===== src/rtl/oam_dma_engine.sv =====
// OAM DMA engine: copies XFER_LEN bytes from page {src,8'h00} to OAM_BASE over a granted bus.
// Optional status register at DMA_ADDR+1 is enabled by defining OAM_DMA_STATUS_EN.
module oam_dma_engine #(
  parameter int                  ADDR_W   = 16,
  parameter int                  DATA_W   = 8,
  parameter logic [ADDR_W-1:0]   DMA_ADDR = 16'hFF46,
  parameter logic [ADDR_W-1:0]   OAM_BASE = 16'hFE00,
  parameter int                  XFER_LEN = 160
) (
  input  logic              clk,
  input  logic              reset,
  input  logic [ADDR_W-1:0] s_addr,
  input  logic [DATA_W-1:0] s_wdata,
  input  logic              s_we,
  input  logic              s_re,
  output logic [DATA_W-1:0] s_rdata,
  output logic              s_rd_en,
  output logic              m_req,
  input  logic              m_gnt,
  output logic [ADDR_W-1:0] m_addr,
  output logic [DATA_W-1:0] m_wdata,
  output logic              m_rd,
  output logic              m_wr,
  input  logic [DATA_W-1:0] m_rdata,
  output logic              busy,
  output logic              done,
  output logic [2:0]        o_dbg_state
);

  typedef enum logic [2:0] {
    S_IDLE  = 3'd0,
    S_REQ   = 3'd1,
    S_READ  = 3'd2,
    S_WAIT  = 3'd3,
    S_WRITE = 3'd4,
    S_DONE  = 3'd5
  } state_t;

  localparam logic [7:0] LAST_IDX = 8'(XFER_LEN - 1);

  state_t            r_state;
  state_t            w_next_state;
  logic [DATA_W-1:0] r_src;
  logic [DATA_W-1:0] r_data;
  logic [DATA_W-1:0] r_rdata;
  logic [7:0]        r_index;
  logic              r_rd_en;
  logic              w_cfg_wr;
  logic              w_cfg_rd;
  logic [ADDR_W-1:0] w_rd_addr;

  assign w_cfg_wr    = s_we && (s_addr == DMA_ADDR);
  assign w_cfg_rd    = s_re && (s_addr == DMA_ADDR);
  assign w_rd_addr   = ADDR_W'({r_src, 8'h00}) + ADDR_W'(r_index);
  assign s_rdata     = r_rdata;
  assign s_rd_en     = r_rd_en;
  assign o_dbg_state = r_state;

`ifdef OAM_DMA_STATUS_EN
  logic              r_done_sticky;
  logic              w_stat_rd;
  logic [DATA_W-1:0] w_status;

  assign w_stat_rd = s_re && (s_addr == ADDR_W'(DMA_ADDR + 1'b1));
  always_comb begin
    w_status    = '0;
    w_status[0] = busy;
    w_status[7] = r_done_sticky;
  end
`endif

  // Strobes are gated by the live grant; losing it parks READ/WRITE in place.
  always_comb begin
    w_next_state = r_state;
    m_req        = 1'b0;
    m_rd         = 1'b0;
    m_wr         = 1'b0;
    m_addr       = '0;
    m_wdata      = '0;
    busy         = 1'b0;
    done         = 1'b0;
    case (r_state)
      S_IDLE: ;
      S_REQ: begin
        m_req = 1'b1;
        busy  = 1'b1;
        if (m_gnt) w_next_state = S_READ;
      end
      S_READ: begin
        m_req = 1'b1;
        busy  = 1'b1;
        if (m_gnt) begin
          m_rd         = 1'b1;
          m_addr       = w_rd_addr;
          w_next_state = S_WAIT;
        end
      end
      S_WAIT: begin
        m_req        = 1'b1;
        busy         = 1'b1;
        w_next_state = S_WRITE;
      end
      S_WRITE: begin
        m_req = 1'b1;
        busy  = 1'b1;
        if (m_gnt) begin
          m_wr         = 1'b1;
          m_addr       = OAM_BASE + ADDR_W'(r_index);
          m_wdata      = r_data;
          w_next_state = (r_index == LAST_IDX) ? S_DONE : S_READ;
        end
      end
      S_DONE: begin
        busy         = 1'b1;
        done         = 1'b1;
        w_next_state = S_IDLE;
      end
      default: w_next_state = S_IDLE;
    endcase
    if (w_cfg_wr) w_next_state = S_REQ;
  end

  always_ff @(posedge clk) begin
    if (reset) begin
      r_state <= S_IDLE;
      r_src   <= '0;
      r_data  <= '0;
      r_index <= '0;
      r_rd_en <= 1'b0;
      r_rdata <= '0;
    end else begin
      r_state <= w_next_state;
      // Memory was already launched in READ, so WAIT latches regardless of grant.
      if (r_state == S_WAIT) r_data <= m_rdata;
      if (w_cfg_wr) begin
        r_src   <= s_wdata;
        r_index <= '0;
      end else if ((r_state == S_WRITE) && m_gnt) begin
        r_index <= r_index + 8'd1;
      end
      if (w_cfg_rd) begin
        r_rd_en <= 1'b1;
        r_rdata <= r_src;
`ifdef OAM_DMA_STATUS_EN
      end else if (w_stat_rd) begin
        r_rd_en <= 1'b1;
        r_rdata <= w_status;
`endif
      end else begin
        r_rd_en <= 1'b0;
        r_rdata <= '0;
      end
    end
  end

`ifdef OAM_DMA_STATUS_EN
  // A completion landing on the same cycle as a status read is kept, not lost.
  always_ff @(posedge clk) begin
    if (reset)                  r_done_sticky <= 1'b0;
    else if (r_state == S_DONE) r_done_sticky <= 1'b1;
    else if (w_stat_rd)         r_done_sticky <= 1'b0;
  end
`endif

endmodule


===== config.mk =====
export PLATFORM = sky130hd
export DESIGN_NAME = oam_dma_engine
export DESIGN_NICKNAME = d
export VERILOG_FILES = /design/src/rtl/oam_dma_engine.sv
export SDC_FILE = /design/constraint.sdc
export NUM_CORES = 1
export LEC_CHECK = 0
export ABC_CLOCK_PERIOD_IN_PS = 2000
export CAP_MARGIN = 20
export CORE_AREA = 2 2 65 67
export CTS_CLUSTER_DIAMETER = 100
export CTS_CLUSTER_SIZE = 28
export DETAILED_ROUTE_END_ITERATION = 8
export DIE_AREA = 0 0 67 69
export HOLD_SLACK_MARGIN = 0.02
export PLACE_DENSITY = 0.81
export SETUP_SLACK_MARGIN = 0.15
export SLEW_MARGIN = 20
export SYNTH_ARGS = -nofsm -noshare
export SYNTH_HDL_FRONTEND = slang
export SYNTH_SLANG_ARGS = --single-unit

===== constraint.sdc =====
create_clock -name clk -period 2 [get_ports clk]
set_input_delay 0.4 -clock clk [delete_from_list [all_inputs] [get_ports clk]]
set_output_delay 0.4 -clock clk [all_outputs]
set_load 0.02 [all_outputs]

; After elaboration in Yosys (flattened, before gate mapping)
; Cells that the tools add are included.
; W data, S select, Z words.
[totals]
regBits = 36
elab_cells = 54
[classes]
n_reduce_logical = 10
n_addsub = 3
n_eq_ne = 14
muxes = 18
bitwise = 2
[op_table]
columns = cell, count
row1 = $mux W16, 2
row2 = $pmux W16 S2, 1
row3 = $add A16 B8 Y16, 1
row4 = $eq A16 B16 Y1 const B, 1
row5 = $mux W8, 2
row6 = $pmux W3 S5, 1
row7 = $mux W3, 4
row8 = $add A10 B9 Y11 const A, 1
row9 = $ne A3 B3 Y1 const B, 3
row10 = $add A8 B1 Y8 const B, 1
row11 = $eq A8 B8 Y1 const B, 1
row12 = $mux W1, 8
row13 = $ne A2 B2 Y1 const B, 4
row14 = $reduce_and A4 Y1, 2
row15 = $eq A3 B2 Y1 const B, 2
row16 = $eq A3 B3 Y1 const B, 2
row17 = $reduce_or A5 Y1, 1
row18 = $reduce_or A2 Y1, 2
row19 = $reduce_or A4 Y1, 1
row20 = $eq A3 B1 Y1 const B, 1
row21 = $logic_and A1 B1 Y1, 3
row22 = $logic_not A3 Y1, 1
row23 = $not A1 Y1, 2

; Depth between registers and ports, before layout
; Gate-level depths: netlist of the first run.
[logic_depth]
depth_word = 5
ltp_mapped = 6

; Least setup slack after synthesis of the first run
; Ideal clock, no wire load.
[synth_timing]
path_kind = flip-flop to output port
from = register r_state[2], in the netlist o_dbg_state[2]
to = output port m_wdata[0]
path_stages_with_launch = 5
path_slack_ns = 0.185
t_arrival_ns = 1.415
required_time_ns = 1.600
cell_sequence = dfxtp_1 and4bb_2 buf_4 buf_2 and2_1
[synth_via]
elab_chain_cells = 2
[synth_rtl]
columns = item, line_no
row1 = from (decl), 41  ; state_t r_state;
row2 = from (signal assigned), 132  ; r_state <= w_next_state;
row3 = $eq A3 B3 Y1, 82  ; case (r_state)
row4 = $mux W8, 82
row5 = to (decl), 21  ; output logic [DATA_W-1:0] m_wdata,
; Every way passes these cells.

; Final worst setup path of the first run
[layout_timing]
from = register r_state[1], in the netlist o_dbg_state[1]
to = output port m_wdata[6]
; The elaborated chain is that of the path after synthesis.

==> results of run 1 <==
logic make-up (layout without fill, tap and decap cells):
group / Yosys count / count (layout) / share of synthesized area [%]
and+or+nand+nor: 97 / 97 / 32.1
DFF: 36 / 36 / 43.1
AOI/OAI and AO/OA: 24 / 24 / 8.23
buffers and inverters: 14 / 106 / 5.68
muxes: 10 / 10 / 5.98
xor gates and xnor gates: 8 / 8 / 4.19
adders and majority gates: 1 / 1 / 0.748
critical path, stage by stage, from the launching register on:
cell and delay [ps]:
dfxtp_2 350, and4bb_4 410, and2_1 160, clkdlybuf4s15_2 260
final timing paths:
kind / slack (ps) / cells past startpoint / endpoint / start
setup / recovery: 120 / 3 / m_wdata[6] / o_dbg_state[1]
hold / removal: 490 / 2 / r_data[1] / r_data[1]
setup reg to reg: 470 / 5 / r_data[4] / o_dbg_state[2]
hold reg to reg: 490 / 2 / r_data[1] / r_data[1]
sequential cells by signal (all words and copies together), names as in the netlist:
| signal | flops |
|---|---|
| r_data | 8 |
| r_index | 8 |
| r_src | 8 |
| s_rdata | 8 |
| o_dbg_state | 3 |
| s_rd_en | 1 |
stage by stage:
step / hold slack, ps / utilization (%) / instances / area (sq um) / power, mW
after global placement: 464 / 64.9 / 321 / 2540 / 0.824
final: 491 / 69.8 / 332 / 2730 / 1.43
after floorplan: 437 / - / 190 / 1670 / 0.749
after detailed placement: 471 / 64.9 / 321 / 2540 / 0.826
after global routing: 510 / 69.8 / 332 / 2730 / 1.48
after CTS: 491 / 67.3 / 332 / 2630 / 1.44
power groups by stage:
stage / sequential, mW / combinational [mW] / clock (mW)
floorplan: 0.733 / 0.0165 / 0
global placement: 0.733 / 0.0909 / 0
detailed placement: 0.733 / 0.0927 / 0
CTS: 0.716 / 0.0933 / 0.632
global route: 0.713 / 0.101 / 0.666
finish: 0.714 / 0.0928 / 0.623
area by class of cell:
| cell class | count | area, sq um | area share, % |
|---|---|---|---|
| Clock buffer | 6 | 72.6 | 2.66 |
| Inverter | 2 | 7.51 | 0.275 |
| Timing Repair Buffer | 96 | 908 | 33.2 |
| Sequential cell | 36 | 729 | 26.7 |
| Multi-Input combinational cell | 140 | 917 | 33.6 |
| Tap cell | 50 | 62.6 | 2.29 |
| Clock inverter | 2 | 35.0 | 1.28 |
layer usage:
metal	vias up	GRT usage, %	wire length [um]
met3	8	5.38	264
met1	744	23.6	1720
li1	818	-	-
met4	0	7.71	79
met2	57	30.4	2000
met5	-	0	0
cells in the final DEF, fill, tap and decap left out, types with 2 or more instances in the layout:
master,count
clkdlybuf4s50_1,46
dfxtp_1,33
and2_1,23
nor2_1,22
buf_4,18
nand3_1,13
a21oi_1,12
buf_6,12
nand2_1,11
mux2i_1,10
clkdlybuf4s15_2,10
o21ai_0,8
nand2_2,6
xor2_1,6
buf_2,6
clkbuf_8,5
and2_4,4
nand2b_1,2
and4_1,2
and3_1,2
nand4_1,2
dfxtp_4,2
dlygate4sd2_1,2
timing repair:
action | in CTS | in global routing
endpoints found under the setup margin | 29 | 26
buffers inserted | 2 | 0
pin swaps | 1 | 6
gates cloned | 1 | 0
gates resized for setup | 113 | 37
hold buffers | 0 | 0
synthesized netlist by cell type:
cell type and count:
and2_2 1, nand2b_1 2, and4_2 1, nand3b_1 1, a21oi_1 12, buf_2 4
buf_4 2, xor2_1 6, buf_6 4, a2111o_1 1, ha_1 1, xnor2_1 2
a21o_2 1, nand2_1 17, a2bb2oi_1 1, and3_1 2, a21oi_2 1, dfxtp_1 36
and4bb_2 1, and4b_1 1, nand4_1 2, nor4bb_1 2, clkbuf_1 2, and4_1 2
nor4b_2 1, and2_1 26, mux2i_1 10, nand4_2 1, nand3_1 13, inv_2 1
nor2_1 22, inv_1 1, o21ai_0 8, nor3_1 1, nor3b_1 1
==> impl_metrics.yaml, run 1 <==
outcome:
  status: "complete, no violations"
clock_tree:
  cts_max_path_buffers: 2
  cts_num_sinks: 36
  cts-htree-levels: 2
  root_buffer: "clkbuf_8"
  cts_tree: "done"
  cts_buffers: 5
  path_clk_slew_ps: 70
  insertion_delay_ps: 290
routing:
  via_count: 1627
  first_iter_violations: 62
  avgRoutedWirePerCell_um: 12.2
  ant_nets: 0
  wl_um: 4070
  drcViolationCount: 0
  viasPerCell: 4.90
  firstDrtPassIters: 4
timing:
  setup_violations: 0
  max_slew.worst_pin.slew_ps: 542
  rsz0062_at_grt: "true"
  hold_violations: 0
  fin_crit_sh_pct: 93.8
  tns_ps: 0
  layout_setup_ws_ps: 123
  period_needed_ps: 1880
  skew_ps: 4.66
  fmax_mhz: 533
  slew_violations: 0
  maxSlewHeadroom_pct: 63.8
yosys:
  synth-seq-area-share_pct: 43.1
  synth_top_area_share_pct: 43.1
  synth_area_sq_um: 1670
  syn_area_per_cell_sq_um: 8.80
  synth_cell_types: 35
  synthCells: 190
  synth_nets: 228
  synthTopCellsByArea: "dfxtp_1 43%, and2_1 9.7%, mux2i_1 6.0%, nor2_1 4.9%, nand3_1 3.9%"
  yosys.area.top_type: "dfxtp_1"
  ys_ff_latch: 36
  ys_warn_count: 0
power_and_ir_drop:
  pwr_density_cell_nw_per_um2: 523
  p_seq_share_pct: 49.9
  combPwrFrac_pct: 6.5
  intPower_mw: 1.15
  power_switching_mw: 0.276
  clkPwrFrac_pct: 43.6
  ir_drop_v: 0.000477
  leakagePower_nw: 1.19
  sw_frac_of_total_pct: 19.3
floorplanning:
  io_pins: 78
  row_count: 23
  die_area_sq_um: 4620
  core_area_sq_um: 3910
  die_w_um: 67
  fp.dieH_um: 69
  start_util_pct: 42.7
global_route:
  grt_util_all_layers_pct: 19.0
  grt_pass1_vias: 1589
  grt_first_pass_wirelength_um: 6790
  antenna_found_initial: 0
  grt_max_degree: 19
  grt_overflow: 0
final_layout:
  final_layout_size_suffix_gt1_share_pct: 27.7
  antenna_cells: 0
  fill_cells: 325
  area_delta_synth_final_pct: 63.4
  nNetsFinal: 319
placed_design:
  pre_cts_slack_ps: -622
  dp_hpwl_um: 2970
  io_buffers: 77
  routabilityCongestion: 0.808
setup_path:
  crit_fanout: 11
  critical_path_class: "reg2out"
  worstPathArrival_ps: 1480
  worst_setup_path_end_kind: "output port"
  critPathRequiredTime_ps: 1600
  worst_setup_path_start_kind: "register"
flow_run:
  maxCapViolations: 0
min_path:
  hold_class: "reg2reg"
(Power assumes the default switching activity.)
==> run 2, diff against run 1 <==
Settings changed: ABC_CLOCK_PERIOD_IN_PS 2000 to default, CORE_AREA 2 2 65 67 to 2 2 70 72, DIE_AREA 0 0 67 69 to 0 0 72 74, PLACE_DENSITY 0.81 to 0.71.
==> impl_metrics.yaml, run 2 (synthesis gave the netlist of run 1 again) <==
clock_tree:
  insertion_delay_ps: 280
  path_clk_slew_ps: 70
  cts_num_sinks: 36
  cts-htree-levels: 2
  cts_buffers: 5
  cts_max_path_buffers: 2
  root_buffer: "clkbuf_8"
  cts_tree: "done"
setup_path:
  cpMaxStageDelayCell: "dfxtp_4"
  crit_chain: "nor4bb_4 > buf_2 > and2_1 > buf_6"
  cp.depth: 4
  r2r_slack_ps: 480
  critical_path_class: "reg2out"
  reg2reg_to: "r_data[5]"
  r2r-start: "o_dbg_state[2]"
  path_buf_inv: 2
  path_delay_family: "simple AND/OR/NAND/NOR gates"
  worstPathArrival_ps: 1390
  critPathRequiredTime_ps: 1600
  ff2ff_path_depth: 5
  worst_setup_path_end_kind: "output port"
  crit_fanout: 4
  max_stage_delay_ps: 370
  worst_setup_path_start_kind: "register"
floorplanning:
  core_area_sq_um: 4600
  row_count: 25
  die_area_sq_um: 5330
  start_util_pct: 36.4
  io_pins: 78
  die_w_um: 72
  fp.dieH_um: 74
timing:
  fin_crit_sh_pct: 89.7
  rsz0062_at_grt: "true"
  slew_violations: 0
  layout_setup_ws_ps: 207
  fmax_mhz: 558
  tns_ps: 0
  setup_violations: 0
  period_needed_ps: 1790
  hold_violations: 0
  fin_hold_ws_ps: 486
  skew_ps: 4.27
  max_slew.worst_pin.slew_ps: 566
  maxSlewHeadroom_pct: 62.2
power_and_ir_drop:
  intPower_mw: 1.09
  power_switching_mw: 0.262
  ir_drop_v: 0.000335
  sw_frac_of_total_pct: 19.4
  clkPwrFrac_pct: 40.3
  p_seq_share_pct: 52.7
  combPwrFrac_pct: 6.9
  pwr_density_cell_nw_per_um2: 511
  fin_total_pwr_mw: 1.35
  leakagePower_nw: 1.20
min_path:
  hold_class: "reg2reg"
  hold_path_depth: 1
  whs_endpoint: "s_rdata[7]"
  min-delay-start: "r_src[7]"
final_layout:
  final_layout_size_suffix_gt1_share_pct: 25.8
  stdcell_area_sq_um: 2650
  mostFrequentLayoutCells: "45 x clkdlybuf4s50_1, 33 x dfxtp_1, 24 x and2_1"
  area_delta_synth_final_pct: 58.3
  postLayoutCoreUtil_pct: 57.6
  layout_commonest_cell: "clkdlybuf4s50_1"
  finalNonFillerCells: 333
  nNetsFinal: 317
  antenna_cells: 0
routing:
  via_count: 1581
  drcViolationCount: 0
  avgRoutedWirePerCell_um: 11.6
  firstDrtPassIters: 4
  ant_nets: 0
  viasPerCell: 4.75
  first_iter_violations: 44
  wl_um: 3860
placed_design:
  dp_hpwl_um: 2940
  io_buffers: 77
  routabilityCongestion: 0.796
  dp.cells: 324
  dpl_cell_area_sq_um: 2550
  pre_cts_slack_ps: -520
global_route:
  antenna_found_initial: 0
  grt_overflow: 0
  grt_pass1_vias: 1413
  grt_util_all_layers_pct: 15.1
  grt_first_pass_wirelength_um: 6290
  grt_max_degree: 11
flow_run:
  maxCapViolations: 0
outcome:
  status: "complete, no violations"
==> run 2: worst register-to-register path: cells and delay by family (launching register included) <==
kind	cells	cell delay (ps)
buf+inv	2	270
flops	1	370
mux	1	300
simple gates	2	480
==> run 2: worst max path at each step <==
stage / startpoint / end / slack [ps]
2_1_floorplan: o_dbg_state[2] / m_wdata[0] / 190
3_3_place_gp: m_gnt / m_addr[14] / -520
3_5_place_dp: m_gnt / m_addr[14] / -520
4_1_cts: o_dbg_state[1] / m_addr[12] / 50
5_1_grt: o_dbg_state[2] / m_addr[14] / 110
6_report: o_dbg_state[2] / m_addr[8] / 210
==> run 2: final cells by class <==
cell class	instances	area (sq um)
fillers	440	1950
repair buffers	94	845
multi-input cells	140	900
clock buffers	7	96.3
well taps	54	67.6
inverters	2	10.0
flip-flops and latches	36	729
==> run 2: repair_timing <==
action                     in CTS  in global routing
setup endpoints to repair      29                 44
gates resized for setup        98                 57
buffers inserted                0                  1
gates cloned                    0                  1
pin swaps                       1                  7
hold buffers                    0                  0
==> run 2: metal layers <==
metal	wire length [um]	share of wire (%)	track usage [%]
met1	1750	45	19.8
met2	1870	48	24.5
met3	212	5.5	4.07
met4	37	0.96	4.40
met5	0	0	0
==> run 2: power by group through the flow <==
stage               logic, mW  clock network [mW]  registers (mW)
floorplan              0.0165                   0           0.733
detailed placement     0.0941                   0           0.733
finish                 0.0939               0.546           0.714
global route            0.101               0.594           0.713
CTS                    0.0936               0.563           0.716
global placement       0.0937                   0           0.733
